## src/rtl/alu_mult_sequencer_pkg.sv

```systemverilog
// Shared ALU opcode constants and the multiply sequencer state encoding.
// Contents:
//   OP_ADD .. OP_SRA        5-bit opcodes understood by the shared ALU
//   ST_IDLE/ST_RUN/ST_DONE  2-bit sequencer state encoding
package alu_ops_pkg;

    localparam logic [4:0] OP_ADD = 5'b00000;
    localparam logic [4:0] OP_SUB = 5'b00001;
    localparam logic [4:0] OP_AND = 5'b00010;
    localparam logic [4:0] OP_OR  = 5'b00011;
    localparam logic [4:0] OP_SLL = 5'b00100;
    localparam logic [4:0] OP_SRA = 5'b00101;

    localparam logic [1:0] ST_IDLE = 2'd0;
    localparam logic [1:0] ST_RUN  = 2'd1;
    localparam logic [1:0] ST_DONE = 2'd2;

endpackage

```

## src/rtl/alu_mult_sequencer_if.sv

```systemverilog
// Bundle between the multiply sequencer, the execute stage and the shared ALU.
// Signals:
//   ctrl_MULT, data_operandA/B          start request and operands (to sequencer)
//   in_ready, data_result,
//   data_exception, data_resultRDY      handshake and result (from sequencer)
//   alu_req, alu_operandA/B,
//   alu_opcode, alu_shiftamt            ALU request and operation (from sequencer)
//   alu_gnt, alu_result, alu_overflow   ALU grant and response (to sequencer)
// Modports: slave = the sequencer, master = its environment.
interface alu_mult_sequencer_if #(
    parameter int WIDTH = 32
);
    logic             ctrl_MULT;
    logic [WIDTH-1:0] data_operandA;
    logic [WIDTH-1:0] data_operandB;
    logic             in_ready;
    logic [WIDTH-1:0] data_result;
    logic             data_exception;
    logic             data_resultRDY;
    logic             alu_req;
    logic             alu_gnt;
    logic [WIDTH-1:0] alu_operandA;
    logic [WIDTH-1:0] alu_operandB;
    logic [4:0]       alu_opcode;
    logic [4:0]       alu_shiftamt;
    logic [WIDTH-1:0] alu_result;
    logic             alu_overflow;

    modport slave (
        input  ctrl_MULT, data_operandA, data_operandB, alu_gnt, alu_result, alu_overflow,
        output in_ready, data_result, data_exception, data_resultRDY,
               alu_req, alu_operandA, alu_operandB, alu_opcode, alu_shiftamt
    );

    modport master (
        output ctrl_MULT, data_operandA, data_operandB, alu_gnt, alu_result, alu_overflow,
        input  in_ready, data_result, data_exception, data_resultRDY,
               alu_req, alu_operandA, alu_operandB, alu_opcode, alu_shiftamt
    );
endinterface

```

## src/rtl/alu_mult_sequencer_booth_step.sv

```systemverilog
// One radix-2 Booth iteration, purely combinational.
// Ports:
//   pair_i          {Q[0], q_1}
//   a_i, q_i        current accumulator and multiplier
//   alu_result_i    A +/- M from the shared ALU
//   alu_overflow_i  ALU overflow for that op
//   needs_alu_o     this step uses the ALU (pair 01 or 10)
//   opcode_o        OP_ADD for 01, OP_SUB for 10
//   a_o, q_o, q1_o  state after the arithmetic shift right
module booth_step
    import alu_ops_pkg::*;
#(
    parameter int         WIDTH  = 32,
    parameter logic [4:0] OP_ADD = alu_ops_pkg::OP_ADD,
    parameter logic [4:0] OP_SUB = alu_ops_pkg::OP_SUB
) (
    input  logic [1:0]       pair_i,
    input  logic [WIDTH-1:0] a_i,
    input  logic [WIDTH-1:0] q_i,
    input  logic [WIDTH-1:0] alu_result_i,
    input  logic             alu_overflow_i,
    output logic             needs_alu_o,
    output logic [4:0]       opcode_o,
    output logic [WIDTH-1:0] a_o,
    output logic [WIDTH-1:0] q_o,
    output logic             q1_o
);
    logic [WIDTH-1:0] sum;
    logic             sgn;

    always_comb begin
        needs_alu_o = (pair_i == 2'b01) || (pair_i == 2'b10);
        opcode_o    = (pair_i == 2'b10) ? OP_SUB : OP_ADD;
        sum         = needs_alu_o ? alu_result_i : a_i;
        // A +/- M can need 33 bits; overflow flips the visible sign bit back
        // to the true sign, which is what the shift must replicate.
        sgn         = needs_alu_o ? (alu_result_i[WIDTH-1] ^ alu_overflow_i) : a_i[WIDTH-1];
        a_o         = {sgn, sum[WIDTH-1:1]};
        q_o         = {sum[0], q_i[WIDTH-1:1]};
        q1_o        = q_i[0];
    end
endmodule

```

## src/rtl/alu_mult_sequencer.sv

```systemverilog
// Multi-cycle signed multiply controller (radix-2 Booth) that borrows the
// shared ALU for its add/subtract steps through an alu_req/alu_gnt pair.
// Ports:
//   clock  rising-edge clock
//   reset  asynchronous, active-low
//   bus    alu_mult_sequencer_if.slave: start/operands/result handshake and
//          the ALU request/response signals
module alu_mult_sequencer
    import alu_ops_pkg::*;
#(
    parameter int         WIDTH  = 32,
    parameter logic [4:0] OP_ADD = alu_ops_pkg::OP_ADD,
    parameter logic [4:0] OP_SUB = alu_ops_pkg::OP_SUB
) (
    input  logic                   clock,
    input  logic                   reset,
    alu_mult_sequencer_if.slave    bus
);
    localparam int unsigned CW = $clog2(WIDTH) + 1;

    logic [1:0]       state_q, state_d;
    logic [WIDTH-1:0] a_q, a_d, q_q, q_d, m_q, m_d;
    logic             q1_q, q1_d;
    logic [CW-1:0]    cnt_q, cnt_d;
    logic [WIDTH-1:0] res_q, res_d;
    logic             exc_q, exc_d;

    logic             needs_alu;
    logic [4:0]       step_op;
    logic [WIDTH-1:0] a_nx, q_nx;
    logic             q1_nx;
    logic             run, req, step_done;
    logic [WIDTH:0]   top_bits;

    booth_step #(
        .WIDTH  (WIDTH),
        .OP_ADD (OP_ADD),
        .OP_SUB (OP_SUB)
    ) u_step (
        .pair_i         ({q_q[0], q1_q}),
        .a_i            (a_q),
        .q_i            (q_q),
        .alu_result_i   (bus.alu_result),
        .alu_overflow_i (bus.alu_overflow),
        .needs_alu_o    (needs_alu),
        .opcode_o       (step_op),
        .a_o            (a_nx),
        .q_o            (q_nx),
        .q1_o           (q1_nx)
    );

    assign run       = (state_q == ST_RUN);
    assign req       = run && needs_alu;
    // Steps without ALU use always complete; ALU steps wait for the grant.
    assign step_done = run && (!needs_alu || bus.alu_gnt);
    assign top_bits  = {a_nx, q_nx[WIDTH-1]};

    always_comb begin
        state_d = state_q;
        a_d     = a_q;
        q_d     = q_q;
        m_d     = m_q;
        q1_d    = q1_q;
        cnt_d   = cnt_q;
        res_d   = res_q;
        exc_d   = exc_q;
        case (state_q)
            ST_IDLE: begin
                if (bus.ctrl_MULT) begin
                    m_d     = bus.data_operandA;
                    q_d     = bus.data_operandB;
                    a_d     = '0;
                    q1_d    = 1'b0;
                    cnt_d   = '0;
                    state_d = ST_RUN;
                end
            end
            ST_RUN: begin
                if (step_done) begin
                    a_d   = a_nx;
                    q_d   = q_nx;
                    q1_d  = q1_nx;
                    cnt_d = cnt_q + 1'b1;
                    // Result is captured on the final step so it is already
                    // valid during the single DONE cycle.
                    if (cnt_q == CW'(WIDTH - 1)) begin
                        res_d   = q_nx;
                        exc_d   = ~((&top_bits) | ~(|top_bits));
                        state_d = ST_DONE;
                    end
                end
            end
            ST_DONE: state_d = ST_IDLE;
            default: state_d = ST_IDLE;
        endcase
    end

    always_ff @(posedge clock or negedge reset) begin
        if (!reset) begin
            state_q <= ST_IDLE;
            a_q     <= '0;
            q_q     <= '0;
            m_q     <= '0;
            q1_q    <= 1'b0;
            cnt_q   <= '0;
            res_q   <= '0;
            exc_q   <= 1'b0;
        end else begin
            state_q <= state_d;
            a_q     <= a_d;
            q_q     <= q_d;
            m_q     <= m_d;
            q1_q    <= q1_d;
            cnt_q   <= cnt_d;
            res_q   <= res_d;
            exc_q   <= exc_d;
        end
    end

    assign bus.in_ready       = (state_q == ST_IDLE);
    assign bus.data_resultRDY = (state_q == ST_DONE);
    assign bus.data_result    = res_q;
    assign bus.data_exception = exc_q;
    assign bus.alu_req        = req;
    assign bus.alu_operandA   = req ? a_q : '0;
    assign bus.alu_operandB   = req ? m_q : '0;
    assign bus.alu_opcode     = req ? step_op : OP_ADD;
    assign bus.alu_shiftamt   = '0;
endmodule

```

## src/flat_wrapper.sv

```systemverilog
// flat-port wrapper written by rule: the top's interface ports become plain ports
module alu_mult_sequencer_flat import alu_ops_pkg::*;
#(
    parameter int         WIDTH  = 32,
    parameter logic [4:0] OP_ADD = alu_ops_pkg::OP_ADD,
    parameter logic [4:0] OP_SUB = alu_ops_pkg::OP_SUB
)
  (clock, reset, bus_ctrl_MULT, bus_data_operandA, bus_data_operandB, bus_alu_gnt, bus_alu_result, bus_alu_overflow, bus_in_ready, bus_data_result, bus_data_exception, bus_data_resultRDY, bus_alu_req, bus_alu_operandA, bus_alu_operandB, bus_alu_opcode, bus_alu_shiftamt);
  alu_mult_sequencer_if #(.WIDTH(WIDTH)) bus_i ();
  input  logic clock;
  input  logic reset;
  input wire logic [$bits(bus_i.ctrl_MULT)-1:0] bus_ctrl_MULT;
  input wire logic [$bits(bus_i.data_operandA)-1:0] bus_data_operandA;
  input wire logic [$bits(bus_i.data_operandB)-1:0] bus_data_operandB;
  input wire logic [$bits(bus_i.alu_gnt)-1:0] bus_alu_gnt;
  input wire logic [$bits(bus_i.alu_result)-1:0] bus_alu_result;
  input wire logic [$bits(bus_i.alu_overflow)-1:0] bus_alu_overflow;
  output wire logic [$bits(bus_i.in_ready)-1:0] bus_in_ready;
  output wire logic [$bits(bus_i.data_result)-1:0] bus_data_result;
  output wire logic [$bits(bus_i.data_exception)-1:0] bus_data_exception;
  output wire logic [$bits(bus_i.data_resultRDY)-1:0] bus_data_resultRDY;
  output wire logic [$bits(bus_i.alu_req)-1:0] bus_alu_req;
  output wire logic [$bits(bus_i.alu_operandA)-1:0] bus_alu_operandA;
  output wire logic [$bits(bus_i.alu_operandB)-1:0] bus_alu_operandB;
  output wire logic [$bits(bus_i.alu_opcode)-1:0] bus_alu_opcode;
  output wire logic [$bits(bus_i.alu_shiftamt)-1:0] bus_alu_shiftamt;
  assign bus_i.ctrl_MULT = bus_ctrl_MULT;
  assign bus_i.data_operandA = bus_data_operandA;
  assign bus_i.data_operandB = bus_data_operandB;
  assign bus_i.alu_gnt = bus_alu_gnt;
  assign bus_i.alu_result = bus_alu_result;
  assign bus_i.alu_overflow = bus_alu_overflow;
  assign bus_in_ready = bus_i.in_ready;
  assign bus_data_result = bus_i.data_result;
  assign bus_data_exception = bus_i.data_exception;
  assign bus_data_resultRDY = bus_i.data_resultRDY;
  assign bus_alu_req = bus_i.alu_req;
  assign bus_alu_operandA = bus_i.alu_operandA;
  assign bus_alu_operandB = bus_i.alu_operandB;
  assign bus_alu_opcode = bus_i.alu_opcode;
  assign bus_alu_shiftamt = bus_i.alu_shiftamt;
  alu_mult_sequencer #(.WIDTH(WIDTH), .OP_ADD(OP_ADD), .OP_SUB(OP_SUB)) u_core (.clock(clock), .reset(reset), .bus(bus_i));
endmodule
```

## config.mk

```make
export PLATFORM = sky130hd
export DESIGN_NAME = alu_mult_sequencer_flat
export DESIGN_NICKNAME = d
export VERILOG_FILES = /design/src/rtl/alu_mult_sequencer_pkg.sv /design/src/rtl/alu_mult_sequencer_if.sv /design/src/rtl/alu_mult_sequencer_booth_step.sv /design/src/rtl/alu_mult_sequencer.sv /design/src/flat_wrapper.sv
export SDC_FILE = /design/constraint.sdc
export NUM_CORES = 1
export LEC_CHECK = 0
export BUFFER_PORTS_ARGS = -buffer_cell sky130_fd_sc_hd__buf_2
export CORE_AREA = 2 2 123 125
export CTS_CLUSTER_SIZE = 25
export DETAILED_ROUTE_END_ITERATION = 10
export DIE_AREA = 0 0 125 127
export HOLD_SLACK_MARGIN = 0.15
export PLACE_DENSITY = 0.83
export SYNTH_ARGS = -nofsm -noshare
export SYNTH_HDL_FRONTEND = slang
export SYNTH_SLANG_ARGS = --single-unit
```

## constraint.sdc

```tcl
create_clock -name clock -period 1.89 [get_ports clock]
set_input_delay 0.378 -clock clock [delete_from_list [all_inputs] [get_ports clock]]
set_output_delay 0.378 -clock clock [all_outputs]
set_load 0.01 [all_outputs]
```

## Word-level counts from Yosys, hierarchy flattened

Cells that the tools add are included.

- Add/sub/neg operators: 1
- $mul: 0
- Div/mod/pow operators: 0
- Order comparisons: 0
- Eq/ne operators: 8
- Shift operators: 0
- Mux-type cells: 22
- Bitwise gates (word level): 4
- Reductions and logical operators: 13

Operators with widths:

| cell | number |
|---|---|
| 32-bit two-way mux | 7 |
| 32-bit case mux with 2 select lines | 2 |
| 33-bit AND reduction | 1 |
| 33-bit OR reduction | 1 |
| 6-bit two-way mux | 2 |
| 6-bit case mux with 2 select lines | 1 |
| 3-bit AND reduction | 3 |
| 6-bit by 1-bit adder with 6-bit output, second input constant | 1 |
| 6-bit by 5-bit == test with 1-bit output, second input constant | 1 |
| 2-bit two-way mux | 3 |
| 2-bit != test, second input constant | 3 |
| 1-bit two-way mux | 5 |
| 2-bit by 1-bit == test with 1-bit output, second input constant | 2 |
| 2-bit == test, second input constant | 2 |
| 2-bit case mux with 2 select lines | 1 |
| 1-bit logical AND | 2 |
| 2-bit logical NOT | 1 |
| 1-bit logical OR | 2 |
| 1-bit NOT | 2 |
| 1-bit case mux with 2 select lines | 1 |
| 2-bit AND reduction | 1 |
| 2-bit nonzero test | 1 |
| 1-bit logical NOT | 1 |
| 1-bit bitwise OR | 1 |
| 1-bit XOR | 1 |

- Flip-flop bits (word level): 138
- Latch bits: 0
- Bits in writable memories: 0
- Bits in read-only memories: 0
- Input port bits: 101
- Memories: 0

## Longest topological paths before layout

Gate-level depths: netlist of the first run.

- Depth after elaboration: 7
- Mapped depth: 10
- Depth with buffers taken out: 7

## Hierarchy

From an unflattened synthesis of the first run, not the netlist that was laid out.

- Cells, all modules: 716
- Area total of the unflattened synthesis: 7081.8 µm²

Modules (own cells, without submodules):

| module | instances | cells each | area each (µm²) | seq. area each (µm²) |
|---|---|---|---|---|
| alu_mult_sequencer | 1 | 635 | 6244.7 | 3453.3 |
| booth_step | 1 | 81 | 837.1 | 0.0 |

## Worst setup path after synthesis of the first run

Ideal clock, no wire load.

- Path kind: reg-to-reg
- Start: reg u_core.q_q[0]
- End: reg u_core.exc_q (netlist: u_core.bus.data_exception)
- Setup time: 123 ps
- Arrival: 1888 ps
- Required time: 1767 ps
- Setup slack: -121 ps
- Stages on the path, launching flop included: 8
- Buffers on the path: 1
- Period minus slack after synthesis: 2011 ps
- Path through: dfrtp_1 > ha_1 > buf_6 > nand4b_1 > or4_1 > a222oi_1 > nand4_1 > o221a_2

- Word-level cells in the longest chain between the ends: 7
- Elaborated cells between the ends (all ways): 14
- Those cells by class: 2 x eq/ne; 2 x mux; 3 x bitwise; 7 x reduce/logical

Ends and longest elaborated chain:

| item | RTL line | source |
|---|---|---|
| from (decl) | alu_mult_sequencer.sv:22 | `logic [WIDTH-1:0] a_q, a_d, q_q, q_d, m_q, m_d;` |
| from (signal assigned) | alu_mult_sequencer.sv:111 | `q_q <= q_d;` |
| 2-bit by 1-bit == test with 1-bit output / 2-bit == test (equally long branches) | alu_mult_sequencer_booth_step.sv:32 | `needs_alu_o = (pair_i == 2'b01) \|\| (pair_i == 2'b10);` |
| 1-bit logical OR * | alu_mult_sequencer_booth_step.sv:32 |  |
| 32-bit two-way mux / 1-bit two-way mux (equally long branches) | alu_mult_sequencer_booth_step.sv:34, alu_mult_sequencer_booth_step.sv:37 |  |
| 33-bit OR reduction | alu_mult_sequencer.sv:88 | `exc_d = ~((&top_bits) \| ~(\|top_bits));` |
| 1-bit NOT | alu_mult_sequencer.sv:88 |  |
| 1-bit bitwise OR | alu_mult_sequencer.sv:88 |  |
| 1-bit NOT | alu_mult_sequencer.sv:88 |  |
| to (signal assigned) | alu_mult_sequencer.sv:107 | `exc_q <= 1'b0;` |
| to (signal assigned) | alu_mult_sequencer.sv:116 | `exc_q <= exc_d;` |
| to (decl) | alu_mult_sequencer.sv:26 | `logic exc_q, exc_d;` |

Every way passes the cells marked *; elsewhere a longest branch is shown, timed or not.
A chain may end at the register's enable or synchronous reset.

## Final worst setup path of the first run

- Start: reg u_core.q_q[0]
- End: out bus_alu_operandB[17]

- Word-level cells in the longest chain between the ends: 4
- Elaborated cells between the ends (all ways): 5
- Those cells by class: 2 x eq/ne; 1 x mux; 2 x reduce/logical

Ends and longest elaborated chain:

| item | RTL line | source |
|---|---|---|
| 2-bit by 1-bit == test with 1-bit output / 2-bit == test (equally long branches) | alu_mult_sequencer_booth_step.sv:32 |  |
| 1-bit logical OR * | alu_mult_sequencer_booth_step.sv:32 |  |
| 1-bit logical AND * | alu_mult_sequencer.sv:53 | `assign req = run && needs_alu;` |
| 32-bit two-way mux * | alu_mult_sequencer.sv:126 | `assign bus.alu_operandB = req ? m_q : '0;` |
| to (decl) | flat_wrapper.sv:24 | `output wire logic [$bits(bus_i.alu_operandB)-1:0] bus_alu_operandB;` |

Marks and branches as above.

==> qor.yml, run 1 <==
run_status: "finished with violations"
violated_checks: "setup timing"
leakage_power_nw: 4.76
routabilityCongestion: 0.981
global_route.overflow_total: 0
post_synth_and_or_nand_nor_area_fraction_pct: 23.7
synth_adder_area_share_pct: 0.382
fp.dieArea_um2: 15900
critical_path.startpoint_type: "register"
yosysWarnings: 0
power.share.sequential_pct: 32.3
synth.yosys.seq_area_share_pct: 52.7
final-max-slew-violation-count: 0
final_cells: 1116
power_per_cell_area_nw_per_um2: 1760
cts.path.max_buffers: 2
final_nets: 1021
detailedRoute.firstIterationViolations: 378
synth_largest_area_cell: "sky130_fd_sc_hd__dfrtp_1"
multiplexer_share_of_the_synthesized_area_pct: 9.63
place_area_um2: 7940
worstHoldPathType: "in2reg"
final_min_period_over_clock_period_pct: 120
track_usage_pct: 24.0
grt_pass1_wl_mm: 30.4
design.core.area_um2: 14400
sw_frac_of_total_pct: 38.5
buffer_ports.inserted: 201
dp.final_hpwl_mm: 12.4
dp_worst_setup_slack_ns: -0.276
kind_of_cell_adding_the_most_delay_to_the_critical_path: "buffers and inverters"
first_global_vias: 5814
netSwitchingPower_mw: 6.09
clkSinkCount: 138
cts_htree_levels: 4
io_pins: 211
clkTransAtPathRegs_ns: 0.06
skew_ns: 0.00898
worst-setup-path-type: "reg2out"
cts_tree: "built"
postRouteWirelength_mm: 18.8
fmax_ghz: 0.441
report.final.setup_viol: 99
layout.filler_cells: 1214
worst_ir_drop_vdd_v: 0.000854
setup_tns_ns: -28.25
die_y_um: 127
initial_utilization_pct: 45.4
route.detailed.drc: 0
syn_to_final_growth_pct: 37.6
synth.lib_cells_used.distinct: 39
share_comb_of_total_power_pct: 46.1
synthDominantCellAreaShare_pct: 52.7
synth_top_family_by_area: "simple AND/OR/NAND/NOR gates"
floorplan.die.width_um: 125
synth.top_cells.by_area: "sky130_fd_sc_hd__dfrtp_1 53%, sky130_fd_sc_hd__nand2_1 11%, sky130_fd_sc_hd__and2_1 6.3%, sky130_fd_sc_hd__mux2_2 5.0%, sky130_fd_sc_hd__mux2i_1 4.1%"
layout.core_utilization_pct: 62.5
syn-instance-count: 676
worstPathBufferInverterCount: 4
crit_path_max_incr_delay_ns: 0.41
clk_root_buffer_cell: "sky130_fd_sc_hd__clkbuf_16"
dp.cells: 1054
clock_insertion_delay_worst_skew_ns: 0.42
number_of_detailed_route_iterations_in_the_first_pass: 5
synthesis.area_um2: 6550
drive_gt1_share_pct: 35.0
internal-power_mw: 9.73
initial_antenna_violation_count: 1
syn-mean-instance-area_um2: 9.69
sequential_cell_area_um2: 3450
cts_buffers: 17
vias: 5928
crit_fanout: 13
worstPathCellList: "ha_4, buf_6, nor2_4, buf_4, clkbuf_16, and2_1, buf_2"
fin_hold_ws_ns: 0.158
stdcell_area_um2: 9010
detail-route-antenna-nets: 0
ys_seq_elements: 138
endpoint_kind: "output port"
synth_compound_gate_area_share_pct: 8.50
timing.critical_path.arrival_ns: 1.89
pwr-share-clk_pct: 21.5
via_per_inst: 5.31
drv.max_cap_violation_count: 0
grt_start_max_net_pins: 56
timing_hold_violations_final: 0
fin_crit_ns: 2.27
finalPower_mw: 15.8
combined_area_of_the_multi_input_logic_cells_um2: 2920
synthesized_area_fraction_occupied_by_xor_and_xnor_cells_pct: 0.535
critPathRequiredTime_ns: 1.51
fin_ws_ns: -0.378
route.detailed.wl_per_inst_um: 16.8
row_count: 44
setup_repair_after_global_routing_missed_its_margin: "true"
crit_slowest_cell: "sky130_fd_sc_hd__dfrtp_1"
==> final timing paths <==
check / start / to / slack [ns] / depth (start not counted)
worst max-delay path: u_core.q_q[0]$_DFFE_PN0P_ / bus_alu_operandB[17] / -0.38 / 7
min in group asynchronous: reset / u_core.q_q[9]$_DFFE_PN0P_ / 0.37 / 2
worst max register to register: u_core.q_q[0]$_DFFE_PN0P_ / u_core.bus.data_exception$_DFFE_PN0P_ / -0.20 / 7
worst min register to register: u_core.m_q[30]$_DFFE_PN0P_ / u_core.m_q[30]$_DFFE_PN0P_ / 0.47 / 2
max in group asynchronous: reset / u_core.a_q[25]$_DFFE_PN0P_ / 0.94 / 3
worst min-delay path: bus_data_operandA[13] / u_core.m_q[13]$_DFFE_PN0P_ / 0.16 / 3
==> power groups by stage <==
stage / clock network, mW / registers [mW] / logic [mW]
detailed placement: 0 / 5.09 / 6.58
global placement: 0 / 5.07 / 6.39
global route: 3.61 / 5.26 / 8.05
CTS: 3.46 / 5.08 / 7.15
finish: 3.41 / 5.12 / 7.30
floorplan: 0 / 4.85 / 4.14
==> synth_stat cells, drive strengths merged <==
library cell and instances:
a222oi 1, xor2 3, and2 66, o31ai 1, and4bb 1, conb 1
dfrtp 138, a21oi 20, or4 1, nor3 1, inv 2, nand3 7
nor2 15, o221a 1, o21ai 31, buf 28, clkbuf 23, o32ai 1
nor4b 2, or3 1, xnor2 1, nand2 190, nand2b 1, o22ai 1
and3 7, mux2 32, nand4b 1, a22oi 32, a22o 2, nand4 15
nor4 14, mux2i 27, ha 2, nor2b 7
==> cell families after synthesis <==
family / count (synthesis)
other: 1
multiplexers: 59
AO/OA/AOI/OAI: 90
XOR/XNOR: 4
adder cells (fa/ha/maj): 2
AND/OR/NAND/NOR: 329
flip-flops: 138
buffers and inverters: 53
==> layer usage <==
layer / track usage [%] / vias up / part of all wire, %
met5: 0 / - / 0
met4: 10.0 / 0 / 2.7
met3: 6.32 / 46 / 7.5
met2: 39.6 / 257 / 49
met1: 30.4 / 2848 / 41
li1: - / 2777 / -
==> cell type report <==
| class | count | share of cell area, % |
|---|---|---|
| Antenna cell | 1 | 0.0278 |
| Clock buffer | 21 | 5.11 |
| Multi-Input combinational cell | 493 | 32.4 |
| Timing Repair Buffer | 266 | 19.9 |
| Tap cell | 184 | 2.56 |
| Inverter | 2 | 0.0833 |
| Clock inverter | 11 | 1.61 |
| Sequential cell | 138 | 38.3 |
==> cell usage in the layout (no fill, tap or decap), drive strengths merged, types with 3 or more instances in the layout <==
master,netlist,final
mux2i,27,27
nand2,190,190
mux2,32,32
and3,7,7
clkinvlp,0,3
conb,1,9
bufinv,0,3
dlygate4sd3,0,13
clkinv,0,5
a21oi,20,20
nand3,7,7
dfrtp,138,138
nor4,14,14
clkbuf,23,22
nor2b,7,7
nor2,15,15
o21ai,31,31
xor2,3,3
and2,66,66
buf,28,250
a22oi,32,32
nand4,15,15
==> flip-flops by register name, indices dropped and copies added, names as in the netlist <==
signal                     flops
u_core.q_q                    32
u_core.m_q                    32
u_core.bus.data_exception      1
u_core.a_q                    32
u_core.q1_q                    1
u_core.state_q                 2
u_core.bus.data_result        32
u_core.cnt_q                   6
==> worst register-to-register path: cells and delay by family, from the launching register on <==
| family | cells | cell delay, ns |
|---|---|---|
| AND/OR/NAND/NOR | 3 | 0.76 |
| flip-flops | 1 | 0.41 |
| AO/OA/AOI/OAI | 2 | 0.38 |
| adder cells (fa/ha/maj) | 1 | 0.29 |
| buffers and inverters | 1 | 0.15 |
==> repair_timing <==
| action | CTS | global route |
|---|---|---|
| endpoints found under the setup margin | 98 | 99 |
| pin swaps | 3 | 1 |
| endpoints found under the hold margin | 113 | 1 |
| hold buffers | 12 | 1 |
| cloned | 5 | 1 |
| buffers inserted | 9 | 1 |
| gates resized for setup | 16 | 4 |
(Power assumes the default switching activity.)
==> inputs of run 2 (changes only) <==
--- a/constraint.sdc
+++ b/constraint.sdc
@@ -3,2 +3,2 @@
 set_output_delay 0.378 -clock clock [all_outputs]
-set_load 0.01 [all_outputs]
+set_load 0.02 [all_outputs]
==> run 2 against run 1 <==
The run still ends with setup timing left; global-route usage rose by 0.43 points; non-clock buffer count rose by 9; via count rose by 0.49%; combinational power rose by 29%; highest routed layer unchanged.
==> qor.yml, run 2 (synthesis gave the netlist of run 1 again) <==
leakage_power_nw: 4.93
initial_utilization_pct: 45.4
design.core.area_um2: 14400
io_pins: 211
layout.cells.most_common_list: "190 x sky130_fd_sc_hd__nand2_1, 138 x sky130_fd_sc_hd__dfrtp_1, 134 x sky130_fd_sc_hd__buf_2, 68 x sky130_fd_sc_hd__buf_6, 50 x sky130_fd_sc_hd__and2_4"
syn_to_final_growth_pct: 47.0
grt_start_max_net_pins: 48
route.detailed.wl_per_inst_um: 17.3
route.detailed.drc: 0
finalPower_mw: 17.8
grt_pass1_wl_mm: 30.9
global_route.overflow_total: 0
timing.critical_path.arrival_ns: 1.81
final_nets: 1030
vias: 5957
worst-setup-path-type: "reg2out"
worstHoldStart: "bus_data_operandA[28]"
number_of_detailed_route_iterations_in_the_first_pass: 5
n_antenna_cell: 0
dp.final_hpwl_mm: 12.7
dp.cells: 1060
floorplan.die.width_um: 125
drive_gt1_share_pct: 41.3
fmax_ghz: 0.457
setup_repair_after_global_routing_missed_its_margin: "true"
violated_checks: "setup timing"
fp.dieArea_um2: 15900
fin_ws_ns: -0.298
timing_hold_violations_final: 0
power_per_cell_area_nw_per_um2: 1850
die_y_um: 127
routabilityCongestion: 0.946
mostFrequentLayoutCell: "sky130_fd_sc_hd__nand2_1"
row_count: 44
clock_insertion_delay_worst_skew_ns: 0.42
clkSinkCount: 138
cts.path.max_buffers: 2
cts_tree: "built"
cts_htree_levels: 4
critPathRequiredTime_ns: 1.51
worstHoldPathType: "in2reg"
postRouteWirelength_mm: 19.4
final_cells: 1122
track_usage_pct: 24.5
clkTransAtPathRegs_ns: 0.06
report.final.setup_viol: 99
final_min_period_over_clock_period_pct: 116
worst_ir_drop_vdd_v: 0.000870
initial_antenna_violation_count: 0
critical_path.startpoint_type: "register"
fin_crit_ns: 2.19
crit_fanout: 10
r2r_start: "u_core.q1_q$_DFFE_PN0P_"
dp_worst_setup_slack_ns: -0.249
layout.core_utilization_pct: 66.8
via_per_inst: 5.31
endpoint_kind: "output port"
detail-route-antenna-nets: 0
skew_ns: 0.00534
first_global_vias: 5969
cts_buffers: 17
clk_root_buffer_cell: "sky130_fd_sc_hd__clkbuf_16"
detailedRoute.firstIterationViolations: 369
drv.max_cap_violation_count: 0
buffer_ports.inserted: 201
final-max-slew-violation-count: 0
run_status: "finished with violations"
timing.critical_path.from: "u_core.q_q[0]$_DFFE_PN0P_"
[run 2: cell types whose count changed in the layout (fill, tap and decap cells not counted), moves of 9 or more]
cell | before | now
sky130_fd_sc_hd__buf_6 | 5 | 68
sky130_fd_sc_hd__mux2_2 | 27 | 17
sky130_fd_sc_hd__buf_2 | 199 | 134
sky130_fd_sc_hd__mux2_4 | 2 | 13
sky130_fd_sc_hd__and2_1 | 63 | 6
sky130_fd_sc_hd__and2_4 | 2 | 50
sky130_fd_sc_hd__and2_2 | 1 | 10
[run 2: what timing repair did]
action                                  CTS  global route
cloned                                    5             1
pin swaps                                 2            19
gates resized for setup                 154            57
setup buffers                             9             3
endpoints found under the hold margin    59             0
endpoints found under the setup margin  102           105
hold buffers                             18             0
[run 2: final cells by class]
type                       count  area [um^2]
multi-input combinational    493         3100
tap                          184          230
fill                        1105         4800
clock inverter                 7         67.6
inverter                       2         7.51
clock buffer                  23          488
sequential                   138         3450
timing repair buffer         275         2280
[run 2: critical path, stage by stage, from the launching register on]
cell and delay (ns):
sky130_fd_sc_hd__dfrtp_1 0.41, sky130_fd_sc_hd__ha_4 0.32, sky130_fd_sc_hd__nor2_4 0.05, sky130_fd_sc_hd__buf_12 0.14, sky130_fd_sc_hd__clkbuf_16 0.16, sky130_fd_sc_hd__and2_2 0.19
sky130_fd_sc_hd__buf_6 0.13
[run 2: stage by stage]
step / hold WS, ns / TNS (ns) / area (um^2)
after floorplan: 0.0824 / -0.536 / 6710
after global routing: 0.154 / -29.43 / 9630
after global placement: 0.343 / -5.24 / 8090
after CTS: 0.151 / -21.90 / 9470
after detailed placement: 0.344 / -7.63 / 8090
final: 0.163 / -22.51 / 9630
[run 2: report_power, final]
| group | switching (mW) | internal (mW) | leakage, nW | total (mW) |
|---|---|---|---|---|
| clock network | 1.22 | 1.93 | 0.267 | 3.14 |
| registers | 1.04 | 4.14 | 1.76 | 5.18 |
| logic | 4.74 | 4.71 | 2.91 | 9.45 |
| total | 7.00 | 10.8 | 4.93 | 17.8 |
[run 2: final timing paths]
path,end,slack [ns],cells after the start
worst max-delay path,bus_alu_operandB[3],-0.30,6
worst min-delay path,u_core.m_q[28]$_DFFE_PN0P_,0.16,3
worst max register to register,u_core.bus.data_result[21]$_DFFE_PN0P_,-0.25,9
worst min register to register,u_core.m_q[7]$_DFFE_PN0P_,0.46,2
max in group asynchronous,u_core.a_q[3]$_DFFE_PN0P_,0.87,3
min in group asynchronous,u_core.q_q[9]$_DFFE_PN0P_,0.46,2
[run 2: metal layers]
metal | part of all wire (%) | vias up | global-route usage, % | wire [um]
met5 | 0 | - | 0 | 0
met4 | 2.8 | 0 | 9.48 | 539
met3 | 6.4 | 44 | 6.03 | 1240
met2 | 50 | 269 | 41.0 | 9670
met1 | 41 | 2862 | 30.9 | 8000
li1 | - | 2782 | - | -
